$ cat src/rtl/hazard_scoreboard.sv
// hazard_scoreboard
// -----------------------------------------------------------------------------
// ID-stage hazard detector built on a per-register scoreboard. Every register
// write in flight is tracked as a pending bit and a latency countdown. The
// block detects RAW, WAW and multiplier structural hazards from that state and
// drives the pipeline stall and bubble controls.
//
// Configuration macro: HAZARD_SCOREBOARD_FORWARD_EN
//   defined   : a consumer may issue once the producer's result can be taken
//               from the forwarding network.
//   undefined : a consumer waits until the producer's writeback clears the
//               pending bit.
//
// Ports
//   clk, rst_n                 clock, asynchronous active-low reset
//   id_valid                   ID holds a valid instruction
//   id_rs1/_used, id_rs2/_used source addresses and their read enables
//   id_rd, id_wb_en            destination address and its write enable
//   id_kind                    00 ALU, 01 LOAD, 10 MUL, 11 no result
//   flush                      redirect; the ID instruction is squashed
//   wb_valid, wb_rd            writeback commit port
//   pc_en, if_id_en            front-end advance enables
//   id_ex_bubble               insert a NOP into ID/EX
//   issue                      the ID instruction issues this cycle
//   stall_cnt                  saturating count of stall cycles
//
// Countdown convention: cd[r] is loaded with the producer latency at issue and
// decrements once per cycle. A value of 1 therefore means the result reaches
// the bypass during the current cycle, in time for an instruction issued now.
// The cycles still to wait are cd-1, which is why the RAW (forwarding) and the
// structural checks compare against 1 and the WAW check compares against the
// new instruction's own latency.
// -----------------------------------------------------------------------------
module hazard_scoreboard #(
    parameter int REG_AW      = 3,
    parameter int LAT_ALU     = 1,
    parameter int LAT_LOAD    = 2,
    parameter int LAT_MUL     = 3,
    parameter int CNT_W       = 3,
    parameter int STALL_CNT_W = 16
) (
    input  logic                   clk,
    input  logic                   rst_n,
    input  logic                   id_valid,
    input  logic [REG_AW-1:0]      id_rs1,
    input  logic                   id_rs1_used,
    input  logic [REG_AW-1:0]      id_rs2,
    input  logic                   id_rs2_used,
    input  logic [REG_AW-1:0]      id_rd,
    input  logic                   id_wb_en,
    input  logic [1:0]             id_kind,
    input  logic                   flush,
    input  logic                   wb_valid,
    input  logic [REG_AW-1:0]      wb_rd,
    output logic                   pc_en,
    output logic                   if_id_en,
    output logic                   id_ex_bubble,
    output logic                   issue,
    output logic [STALL_CNT_W-1:0] stall_cnt
);

    localparam int NREG = 1 << REG_AW;

    typedef enum logic [1:0] {
        KIND_ALU  = 2'b00,
        KIND_LOAD = 2'b01,
        KIND_MUL  = 2'b10,
        KIND_NONE = 2'b11
    } kind_e;

    logic [NREG-1:0]        pending_q, pending_d;
    logic [CNT_W-1:0]       cd_q [NREG];
    logic [CNT_W-1:0]       cd_d [NREG];
    logic [CNT_W-1:0]       mul_busy_q, mul_busy_d;
    logic [STALL_CNT_W-1:0] stall_cnt_q, stall_cnt_d;

    kind_e            kind;
    logic [CNT_W-1:0] id_lat;
    logic             raw, waw, strct, need_stall, records;

    function automatic logic [CNT_W-1:0] lat_of(input kind_e k);
        case (k)
            KIND_ALU:  lat_of = CNT_W'(LAT_ALU);
            KIND_LOAD: lat_of = CNT_W'(LAT_LOAD);
            KIND_MUL:  lat_of = CNT_W'(LAT_MUL);
            default:   lat_of = '0;
        endcase
    endfunction

    // Hazard on one source register; r0 is hardwired zero and never hazards.
    function automatic logic src_hz(input logic [REG_AW-1:0] s, input logic used);
`ifdef HAZARD_SCOREBOARD_FORWARD_EN
        src_hz = used && (s != '0) && pending_q[s] && (cd_q[s] > CNT_W'(1));
`else
        src_hz = used && (s != '0) && pending_q[s];
`endif
    endfunction

    always_comb begin
        kind   = kind_e'(id_kind);
        id_lat = lat_of(kind);
        raw    = src_hz(id_rs1, id_rs1_used) || src_hz(id_rs2, id_rs2_used);
        // The new write must land strictly after the older one to keep
        // writebacks in order.
        waw    = id_wb_en && (id_rd != '0) && pending_q[id_rd] && (cd_q[id_rd] > id_lat);
        strct  = (kind == KIND_MUL) && (mul_busy_q > CNT_W'(1));
        // A flush squashes the instruction, so it never reports a stall.
        need_stall = id_valid && !flush && (raw || waw || strct);
        // Gated by reset so nothing claims to issue while state is held clear.
        issue        = rst_n && id_valid && !flush && !need_stall;
        pc_en        = !need_stall;
        if_id_en     = !need_stall;
        id_ex_bubble = need_stall || flush;
        records      = issue && id_wb_en && (id_rd != '0) && (kind != KIND_NONE);
    end

    // NOTE: every next-state variable gets its hold/default value first, so no
    // path through this block can leave one unassigned and infer a latch.
    always_comb begin
        pending_d = pending_q;
        for (int r = 0; r < NREG; r++) begin
            cd_d[r] = (cd_q[r] != '0) ? cd_q[r] - CNT_W'(1) : '0;
        end
        mul_busy_d = (mul_busy_q != '0) ? mul_busy_q - CNT_W'(1) : '0;

        if (wb_valid && (wb_rd != '0)) begin
            pending_d[wb_rd] = 1'b0;
        end
        // Issue comes after writeback so a same-cycle issue to the same rd wins.
        if (records) begin
            pending_d[id_rd] = 1'b1;
            cd_d[id_rd]      = id_lat;
        end
        if (issue && (kind == KIND_MUL)) begin
            mul_busy_d = CNT_W'(LAT_MUL);
        end

        stall_cnt_d = stall_cnt_q;
        if (need_stall && !(&stall_cnt_q)) begin
            stall_cnt_d = stall_cnt_q + STALL_CNT_W'(1);
        end
    end

    // NOTE: the countdown array is a handful of flops, not a RAM, and must read
    // as idle straight out of reset, so it is reset along with everything else.
    always_ff @(posedge clk or negedge rst_n) begin
        if (!rst_n) begin
            pending_q   <= '0;
            mul_busy_q  <= '0;
            stall_cnt_q <= '0;
            for (int r = 0; r < NREG; r++) begin
                cd_q[r] <= '0;
            end
        end else begin
            // NOTE: non-blocking assignments keep every register sampling the
            // pre-edge value, independent of statement order.
            pending_q   <= pending_d;
            mul_busy_q  <= mul_busy_d;
            stall_cnt_q <= stall_cnt_d;
            for (int r = 0; r < NREG; r++) begin
                cd_q[r] <= cd_d[r];
            end
        end
    end

    assign stall_cnt = stall_cnt_q;

endmodule

$ cat config.mk
export PLATFORM = sky130hd
export DESIGN_NAME = hazard_scoreboard
export DESIGN_NICKNAME = d
export VERILOG_FILES = /design/src/rtl/hazard_scoreboard.sv
export SDC_FILE = /design/constraint.sdc
export NUM_CORES = 1
export LEC_CHECK = 0
export ABC_AREA = 1
export CAP_MARGIN = 0
export CORE_UTILIZATION = 34
export DETAILED_ROUTE_END_ITERATION = 7
export HOLD_SLACK_MARGIN = 0.1
export PLACE_DENSITY = 0.5
export SKIP_LAST_GASP = 1
export SLEW_MARGIN = 30
export SYNTH_ARGS = -nofsm -noshare
export SYNTH_HDL_FRONTEND = slang
export SYNTH_SLANG_ARGS = --single-unit
export TNS_END_PERCENT = 100
$ cat constraint.sdc
create_clock -name clk -period 2.7 [get_ports clk]
set_clock_uncertainty 0.05 [all_clocks]
set_input_delay 0.27 -clock clk [delete_from_list [all_inputs] [get_ports clk]]
set_output_delay 0.27 -clock clk [all_outputs]
set_load 0.01 [all_outputs]
## Yosys cells after proc, flatten, opt, wreduce, memory -nomap -nowiden

Cells that the tools add are included.

| storage, ports and cells | value |
|---|---|
| flip-flop bits (word level) | 51 |
| input port bits | 22 |
| output and inout bits | 20 |
| logic and storage cells | 112 |

| cells by class | value |
|---|---|
| add/subtract/negate cells | 10 |
| $lt $le $gt $ge | 10 |
| equality and inequality tests | 3 |
| muxes and demuxes | 30 |
| bitwise logic cells | 4 |
| reduce and logical (&&, ||, !) cells | 44 |

Operators with widths:

| kind | count |
|---|---|
| 3-bit 2-to-1 mux | 13 |
| 3-bit nonzero test | 13 |
| 3-bit by 1-bit subtractor with 3-bit output (second input constant) | 9 |
| 24-bit bitwise mux | 1 |
| 24-bit 2-to-1 mux | 1 |
| 1-bit logical AND | 22 |
| 16-bit by 1-bit adder with 16-bit output (second input constant) | 1 |
| 3-bit by 4-bit less-than comparator with 1-bit output (second input constant) | 4 |
| 8-bit 2-to-1 mux | 2 |
| 16-bit AND reduction | 1 |
| 1-bit binary-select mux with 3-bit select | 3 |
| 3-bit binary-select mux with 3-bit select | 1 |
| 3-bit demux with 3-bit select | 1 |
| 8-bit bitwise AND | 1 |
| 8-bit NOT | 1 |
| 8-bit bitwise OR | 1 |
| 1-bit demux with 3-bit select | 2 |
| 3-bit by 1-bit greater-or-equal comparator with 1-bit output (second input constant) | 2 |
| 2-bit one-hot mux with 3 select lines | 1 |
| 1-bit 2-to-1 mux | 5 |
| 4-bit greater-or-equal comparator (second input constant) | 1 |
| 1-bit logical OR | 4 |
| 4-bit by 1-bit less-than comparator with 1-bit output (second input constant) | 1 |
| 3-bit NOT with 4-bit output | 1 |
| 7 further kinds | 9 |

## Longest topological paths before layout

Gate-level depths: netlist (run 1).

| logic depth | value |
|---|---|
| word-level depth | 15 |
| mapped depth | 22 |
| mapped depth without buffers | 21 |

## Worst setup path after synthesis (run 1)

OpenSTA, ideal clock, no wires.

| path | value |
|---|---|
| path kind | in2out |
| start | input id_rd[0] |
| end | output issue |
| data arrival time | 2.215 ns |
| data required time | 2.380 ns |
| slack | 0.165 ns |
| stages on the path | 14 |
| path buffers | 2 |
| path through | buf_4 nor3_1 a22oi_1 a21boi_0 nand3_1 inv_1 ha_1 nand2_1 nand2_1 o21ai_1 nand2_1 nand3_4 buf_2 nor3_1 |

| between the ends | value |
|---|---|
| word-level cells in the longest chain between the ends | 11 |
| elaborated cells between the ends (all ways) | 16 |
| classes of those cells | 1 x order compare; 5 x mux; 1 x bitwise; 9 x reduce/logical |

Ends and longest elaborated chain:

| what | line | text |
|---|---|---|
| start, declared | 49 | `input logic [REG_AW-1:0] id_rd,` |
| 3-bit NOT with 4-bit output (not written as such) | 105 | `waw = id_wb_en && (id_rd != '0) && pending_q[id_rd] && (cd_q[id_rd] > id_lat);` |
| 3-bit binary-select mux with 3-bit select | 105 |  |
| 3-bit 2-to-1 mux (not written as such) (2 in a row) | 105 |  |
| 3-bit greater-than comparator | 105 |  |
| 1-bit logical AND (*) | 105 |  |
| 1-bit logical OR (*) (2 in a row) | 108 | `need_stall = id_valid && !flush && (raw \|\| waw \|\| strct);` |
| 1-bit logical AND (*) | 108 |  |
| 1-bit logical NOT (*) | 110 | `issue = rst_n && id_valid && !flush && !need_stall;` |
| 1-bit logical AND (*) | 110 |  |
| end, declared | 58 | `output logic issue,` |

Mark *: on every way between the ends. The rest lies on a longest branch, timed or not. The select of a mux whose other input is x is not followed.

## Final worst setup path (run 1)

| path | value |
|---|---|
| start | register cd_q[9] (netlist name) |
| end | output issue |

| between the ends | value |
|---|---|
| word-level cells in the longest chain between the ends | 10 |

Ends and longest elaborated chain:

| what | line | text |
|---|---|---|
| start, declared | 72 | `logic [CNT_W-1:0] cd_q [NREG];` |
| start signal, assigned by index | 161 | `cd_q[r] <= cd_d[r];` |
| 3-bit binary-select mux with 3-bit select | 105 |  |
| 3-bit 2-to-1 mux (not written as such) (2 in a row) | 105 |  |
| 3-bit greater-than comparator | 105 |  |
| 1-bit logical AND | 105 |  |
| 1-bit logical OR (2 in a row) | 108 |  |
| 1-bit logical AND | 108 |  |
| 1-bit logical NOT | 110 |  |
| 1-bit logical AND | 110 |  |

Every way passes these cells. The select of a mux whose other input is x is not followed.

==> flow_summary.json, run 1 <==
{
  "highest_count_cells_in_the_layout_ignoring_fill_and_taps": "174 x nand2_1, 75 x inv_1, 51 x dfrtp_1, 48 x nand4_1, 40 x nor2_1",
  "report.final.slew_viol_count": 0,
  "clock_tree.root_cell": "clkbuf_8",
  "routed_len_inst_um": 14.0,
  "most_frequent_standard_cell_in_the_layout_excluding_fill_and_tap_cells": "nand2_1",
  "synth.avg_cell_area_um2": 6.95,
  "fin_area_um2": 4710,
  "post_route_cells_drive_above_1_share_pct": 13.4,
  "synth_adder_area_share_pct": 8.25,
  "final_antenna_net_count": 0,
  "path_clk_slew_ns": 0.10,
  "detailedPlace.worstSlack_ns": -0.683,
  "ctsHtreeMaxLevel": 2,
  "max_clock_freq_mhz": 384,
  "timing_hold_violations_final": 0,
  "use_met1_pct": 26.2,
  "fin_crit_sh_pct": 96.5,
  "gr-usage-met3_pct": 3.21,
  "numClockSinks": 51,
  "antenna-diode-count": 0,
  "setup.worst_path.start_class": "register",
  "hpwl_mm": 7.47,
  "power_switching_share_pct": 35.1,
  "design.core.area_um2": 10800,
  "grt_busiest_layer": "met2",
  "worst-endpoint-arrival_ns": 2.28,
  "final_util_pct": 43.4,
  "sequential_element_share_of_the_synthesized_area_pct": 33.7,
  "gp_congestion": 0.780,
  "route.detailed.vias_per_inst": 4.87,
  "vias": 3670,
  "clk_latency_ns": 0.32,
  "drt_first_iter_violations": 219,
  "max-slew-margin-rel_pct": 53.4,
  "post_dp_cell_area_um2": 4520,
  "synthMuxAreaShare_pct": 0,
  "first_pass_detailed_route_iteration_total": 6,
  "synthesis.yosys.warnings": 0,
  "yosys.area_share.simple_pct": 38.2,
  "cts_hold_repair.buffers": 0,
  "cp_max_fo": 4,
  "clock_path_buffers": 2,
  "cellLeakagePower_nw": 2.54,
  "mappedNetlistNets": 592,
  "period_needed_ns": 2.60,
  "cap_violations": 0,
  "grt_max_degree": 52,
  "antenna_found_initial": 0,
  "clockPowerShare_pct": 24.3,
  "violations": "design-rule violations",
  "globalRouteTotalUtil_pct": 19.3,
  "yosys_most_used_dff": "dfrtp_1",
  "power_density_nw_per_um2": 402,
  "use_met2_pct": 31.3,
  "status": "finished with violations",
  "final-setup-viol-count": 0,
  "asyncSetResetFlopFracSynth_pct": 100,
  "first_global_vias": 3535,
  "port-buffer-count": 41,
  "post_synth_inst_count": 545,
  "wirelength_mm": 10.5,
  "xor_xnor_share_of_the_synthesized_area_pct": 3.24,
  "numPlacedInstances": 739,
  "synth_area_um2": 3790,
  "setup_slack_ns": 0.0952,
  "die_w_um": 108,
  "die_h_um": 108,
  "clock_tree_from_tritoncts": "yes",
  "cp_endpoint_kind": "primary output",
  "p_int_mw": 1.23,
  "synth_edf_count": 0,
  "share_seq_of_total_power_pct": 47.4,
  "layout.cells.non_filler": 754,
  "placement_rows": 38,
  "required_time_of_the_worst_setup_path_ns": 2.38,
  "rrSetupSlack_ns": 0.25,
  "grt_overflow_total": 0,
  "reg2reg_depth": 18,
  "setup_repair_after_global_routing_missed_its_margin": "yes",
  "syn2layout_area_growth_pct": 24.3,
  "netSwitchingPower_mw": 0.664,
  "timing_worst_slew_pin_value_ns": 0.699,
  "timing_worst_setup_path_type": "reg -> out",
  "synth_cell_type_count": 30,
  "hold_path_class": "in -> async",
  "compound_gate_portion_of_the_synthesized_area_pct": 5.71,
  "drt_drc_violations_left": 2,
  "synth_top_family_by_area": "simple AND/OR/NAND/NOR gates",
  "start_util_pct": 35.0,
  "synth.ff_latch_count": 51,
  "fp.dieArea_um2": 11600,
  "ios": 42,
  "vdd_drop_max_mv": 0.205,
  "combinational_fraction_of_design_power_pct": 28.3,
  "nNetsFinal": 660,
  "cts_inserted_buffers": 5,
  "grt_first_pass_wirelength_mm": 17.5
}
==> worst max-delay path: stages, from the launching register on <==
cell      delay (ns)
dfrtp_1         0.45
a22oi_1         0.19
a21boi_2        0.18
nand3_1         0.10
inv_1           0.08
ha_1            0.14
inv_1           0.05
nand2_2         0.06
nand2_2         0.05
nand2_2         0.07
o21ai_1         0.06
nand2_1         0.11
nand3_4         0.11
nor3_2          0.16
buf_2           0.14
==> through the flow <==
| step | power [mW] | hold slack [ns] | setup TNS [ns] |
|---|---|---|---|
| 2_1_floorplan | 1.18 | -0.0756 | 0 |
| 3_3_place_gp | 1.41 | 0.319 | -20.68 |
| 3_5_place_dp | 1.42 | 0.318 | -23.29 |
| 4_1_cts | 1.89 | 0.168 | -0.0321 |
| 5_1_grt | 2.03 | 0.168 | -0.350 |
| 6_report | 1.89 | 0.104 | 0 |
==> kinds of logic after synthesis <==
group / after synthesis
buffers and inverters: 98
flip-flops: 51
adder cells (fa/ha/maj): 25
XOR/XNOR: 14
AO/OA/AOI/OAI: 39
AND/OR/NAND/NOR: 318
==> layer usage <==
metal	share of wire, %	vias to the layer above
met1	49	1723
met3	3.2	9
met4	1.6	0
met5	0	-
met2	46	55
li1	-	1883
==> power by group through the flow <==
| stage | sequential [mW] | clock, mW | combinational, mW |
|---|---|---|---|
| 6_report | 0.897 | 0.460 | 0.535 |
| 5_1_grt | 0.910 | 0.514 | 0.610 |
| 4_1_cts | 0.898 | 0.483 | 0.510 |
| 3_5_place_dp | 0.913 | 0 | 0.507 |
| 3_3_place_gp | 0.912 | 0 | 0.499 |
| 2_1_floorplan | 0.898 | 0 | 0.284 |
==> cells in the mapped netlist, types with 4 or more instances <==
library cell | number | area share, %
xnor2_1 | 7 | 1.6
nand2_1 | 180 | 18
ha_1 | 25 | 8.3
inv_1 | 76 | 7.5
xor2_1 | 7 | 1.6
buf_6 | 4 | 1.2
nor2_1 | 43 | 4.3
nand3_1 | 30 | 4.0
nand4_1 | 48 | 7.9
dfrtp_1 | 51 | 34
clkbuf_1 | 5 | 0.50
o21ai_0 | 31 | 4.1
nor3_1 | 7 | 0.92
buf_2 | 8 | 1.1
==> registers in the layout, summed over array words and instances (netlist names) <==
register / count
stall_cnt: 16
pending_q: 8
mul_busy_q: 3
cd_q: 24
==> cell type report <==
| cell class | instances | area [um^2] |
|---|---|---|
| repair buffers | 80 | 711 |
| multi-input cells | 397 | 2170 |
| well taps | 140 | 175 |
| clock inverters | 2 | 12.5 |
| inverters | 78 | 293 |
| clock buffers | 6 | 72.6 |
| fillers | 1133 | 6130 |
| flip-flops and latches | 51 | 1280 |
==> path summary, 6_finish.rpt <==
path | from | endpoint
setup / recovery | cd_q[9] | issue
hold / removal | rst_n | cd_q[9]
setup reg to reg | cd_q[9] | cd_q[2]
hold reg to reg | pending_q[0] | pending_q[0]
max in group asynchronous | rst_n | cd_q[0]
min in group clk | pending_q[0] | pending_q[0]
==> repair_timing <==
item                                    in CTS  in global routing
pin swaps                                    5                 11
endpoints found under the setup margin      49                 44
endpoints found under the hold margin        0                  0
cloned                                       0                  1
resized for setup                           21                 26
setup buffers                                0                  6
Note: power is estimated with default switching activity, not from simulation.
==> run 2, diff against run 1 <==
--- a/config.mk
+++ b/config.mk
@@ -9,8 +9,9 @@
 export CAP_MARGIN = 0
 export CORE_UTILIZATION = 34
 export DETAILED_ROUTE_END_ITERATION = 7
+export DONT_BUFFER_PORTS = 1
 export HOLD_SLACK_MARGIN = 0.1
-export PLACE_DENSITY = 0.5
+export PLACE_DENSITY = 0.45
 export SKIP_LAST_GASP = 1
 export SLEW_MARGIN = 30
 export SYNTH_ARGS = -nofsm -noshare
==> flow_summary.json, run 2 (synthesis gave the netlist of run 1 again) <==
{
  "cap_violations": 0,
  "reg2reg_depth": 15,
  "cts_inserted_buffers": 5,
  "first_pass_detailed_route_iteration_total": 5,
  "antenna-diode-count": 0,
  "ctsHtreeMaxLevel": 2,
  "path_clk_slew_ns": 0.10,
  "design.core.area_um2": 10800,
  "highest_count_cells_in_the_layout_ignoring_fill_and_taps": "178 x nand2_1, 75 x inv_1, 51 x dfrtp_1, 48 x nand4_1, 40 x nor2_1",
  "route.detailed.vias_per_inst": 4.90,
  "report.final.slew_viol_count": 0,
  "final_antenna_net_count": 0,
  "dr_wl_met2_mm": 4.63,
  "max_clock_freq_mhz": 391,
  "fp.dieArea_um2": 11600,
  "routed_len_inst_um": 14.7,
  "hold-path-endpoint": "pending_q[1]",
  "syn2layout_area_growth_pct": 11.6,
  "post_route_cells_drive_above_1_share_pct": 8.78,
  "largest_reg_flops": 24,
  "layout.cells.non_filler": 698,
  "whs_path_depth": 4,
  "grt_max_degree": 52,
  "crit_path_max_incr_delay_ns": 0.57,
  "worst_hold_startpoint": "wb_rd[2]",
  "power_density_nw_per_um2": 469,
  "vias": 3419,
  "clock_path_buffers": 2,
  "clk_latency_ns": 0.33,
  "worstSetupStartpoint": "id_rd[0]",
  "fin_crit_sh_pct": 94.7,
  "r2r_end": "cd_q[19]",
  "most_frequent_standard_cell_in_the_layout_excluding_fill_and_tap_cells": "nand2_1",
  "fin_setup_tns_ns": 0,
  "die_h_um": 108,
  "setup_repair_after_global_routing_missed_its_margin": "no",
  "crit_path_cell_trace": "dlygate4sd3_1, nor2_2, a22oi_1, nand4_1, ha_1, nand2_1, nand2_1, nand2_2, o21ai_1, nand2_1, nand3_4, nand2_2, buf_6",
  "drt_drc_violations_left": 0,
  "largest-register": "cd_q",
  "timing_worst_slew_pin_value_ns": 0.732,
  "gp_congestion": 0.802,
  "timing.rr.start": "cd_q[22]",
  "cp_endpoint_kind": "primary output",
  "placement_rows": 38,
  "hpwl_mm": 7.18,
  "drt_first_iter_violations": 230,
  "worst-endpoint-arrival_ns": 2.24,
  "met3_length_um": 429,
  "cp_max_fo": 13,
  "port-buffer-count": 0,
  "grt_first_pass_wirelength_mm": 16.9,
  "route.top_layer_used": "met4",
  "final-setup-viol-count": 0,
  "critical_path.most_common_cell": "nand2_1",
  "globalRouteTotalUtil_pct": 19.2,
  "status": "finished, final reports clean",
  "clock_tree_from_tritoncts": "yes",
  "first_global_vias": 3277,
  "crit_slowest_cell": "dlygate4sd3_1",
  "cellLeakagePower_nw": 2.30,
  "rrSetupSlack_ns": 0.27,
  "timing_hold_violations_final": 0,
  "max-slew-margin-rel_pct": 51.1,
  "numPlacedInstances": 683,
  "antenna_found_initial": 0,
  "vdd_drop_max_mv": 0.273,
  "die_w_um": 108,
  "nNetsFinal": 604,
  "required_time_of_the_worst_setup_path_ns": 2.38,
  "timing_worst_setup_path_type": "in -> out",
  "wl_met1_mm": 5.09,
  "clock_tree.root_cell": "clkbuf_8",
  "numClockSinks": 51,
  "wirelength_mm": 10.2,
  "grt_overflow_total": 0,
  "nFillCells": 1137,
  "ios": 42,
  "hold_path_class": "in -> reg",
  "period_needed_ns": 2.56,
  "start_util_pct": 35.0,
  "setup.worst_path.start_class": "input pin"
}
==> run 2: power breakdown <==
group	internal [mW]	switching (mW)	total, mW
combinational	0.147	0.274	0.422
sequential	0.819	0.0788	0.898
clock	0.370	0.293	0.663
==> run 2: worst max-delay path by stage <==
stage	to	cells past startpoint	slack, ns
CTS	if_id_en	12	0.07
global route	if_id_en	15	0.002
finish	if_id_en	13	0.14
floorplan	issue	14	0.16
global placement	cd_q[6]	22	0.16
detailed placement	cd_q[11]	16	0.18
==> run 2: critical path, delay by kind of cell <==
| family | cells | cell delay (ns) |
|---|---|---|
| AND/OR/NAND/NOR | 8 | 0.71 |
| AO/OA/AOI/OAI | 2 | 0.24 |
| adder cells (fa/ha/maj) | 1 | 0.33 |
| buffers and inverters | 2 | 0.68 |
==> run 2: layer usage <==
| layer | vias to the layer above | global-route usage [%] |
|---|---|---|
| met3 | 7 | 4.12 |
| met5 | - | 0 |
| li1 | 1764 | - |
| met2 | 53 | 30.1 |
| met4 | 0 | 4.40 |
| met1 | 1595 | 26.8 |
==> run 2: metrics by stage <==
step	util (%)	power (mW)	hold slack (ns)	cell area, um^2	setup WS (ns)
after floorplan	-	1.18	-0.0756	3790	0.165
after global placement	36.7	1.29	-0.0744	3980	0.163
after detailed placement	36.8	1.29	-0.0742	3990	0.184
after CTS	38.8	2.01	0.101	4200	0.0681
after global routing	39.0	2.12	0.119	4230	0.00191
final	39.0	1.98	0.119	4230	0.144
==> run 2: area by class of cell <==
| class | instances | area [um^2] | share of cell area [%] |
|---|---|---|---|
| inverters | 78 | 293 | 6.93 |
| clock buffers | 5 | 68.8 | 1.63 |
| flip-flops and latches | 51 | 1280 | 30.2 |
| clock inverters | 3 | 67.6 | 1.60 |
| multi-input cells | 396 | 2130 | 50.3 |
| repair buffers | 25 | 221 | 5.24 |
| well taps | 140 | 175 | 4.14 |
==> run 2: repair_timing <==
action / 4_1_cts / 5_1_grt
buffers inserted: 1 / 1
pin swaps: 0 / 3
hold buffers: 5 / 0
endpoints found under the hold margin: 55 / 0
setup endpoints to repair: 3 / 4
resized for setup: 1 / 8
==> run 3, diff against run 2 <==
--- a/config.mk
+++ b/config.mk
@@ -8,6 +8,7 @@
 export ABC_AREA = 1
 export CAP_MARGIN = 0
 export CORE_UTILIZATION = 34
+export CTS_CLUSTER_SIZE = 12
 export DETAILED_ROUTE_END_ITERATION = 7
 export DONT_BUFFER_PORTS = 1
 export HOLD_SLACK_MARGIN = 0.1
==> results of run 3 <==
Final layout, timing and power as in run 2 (identical DEF).
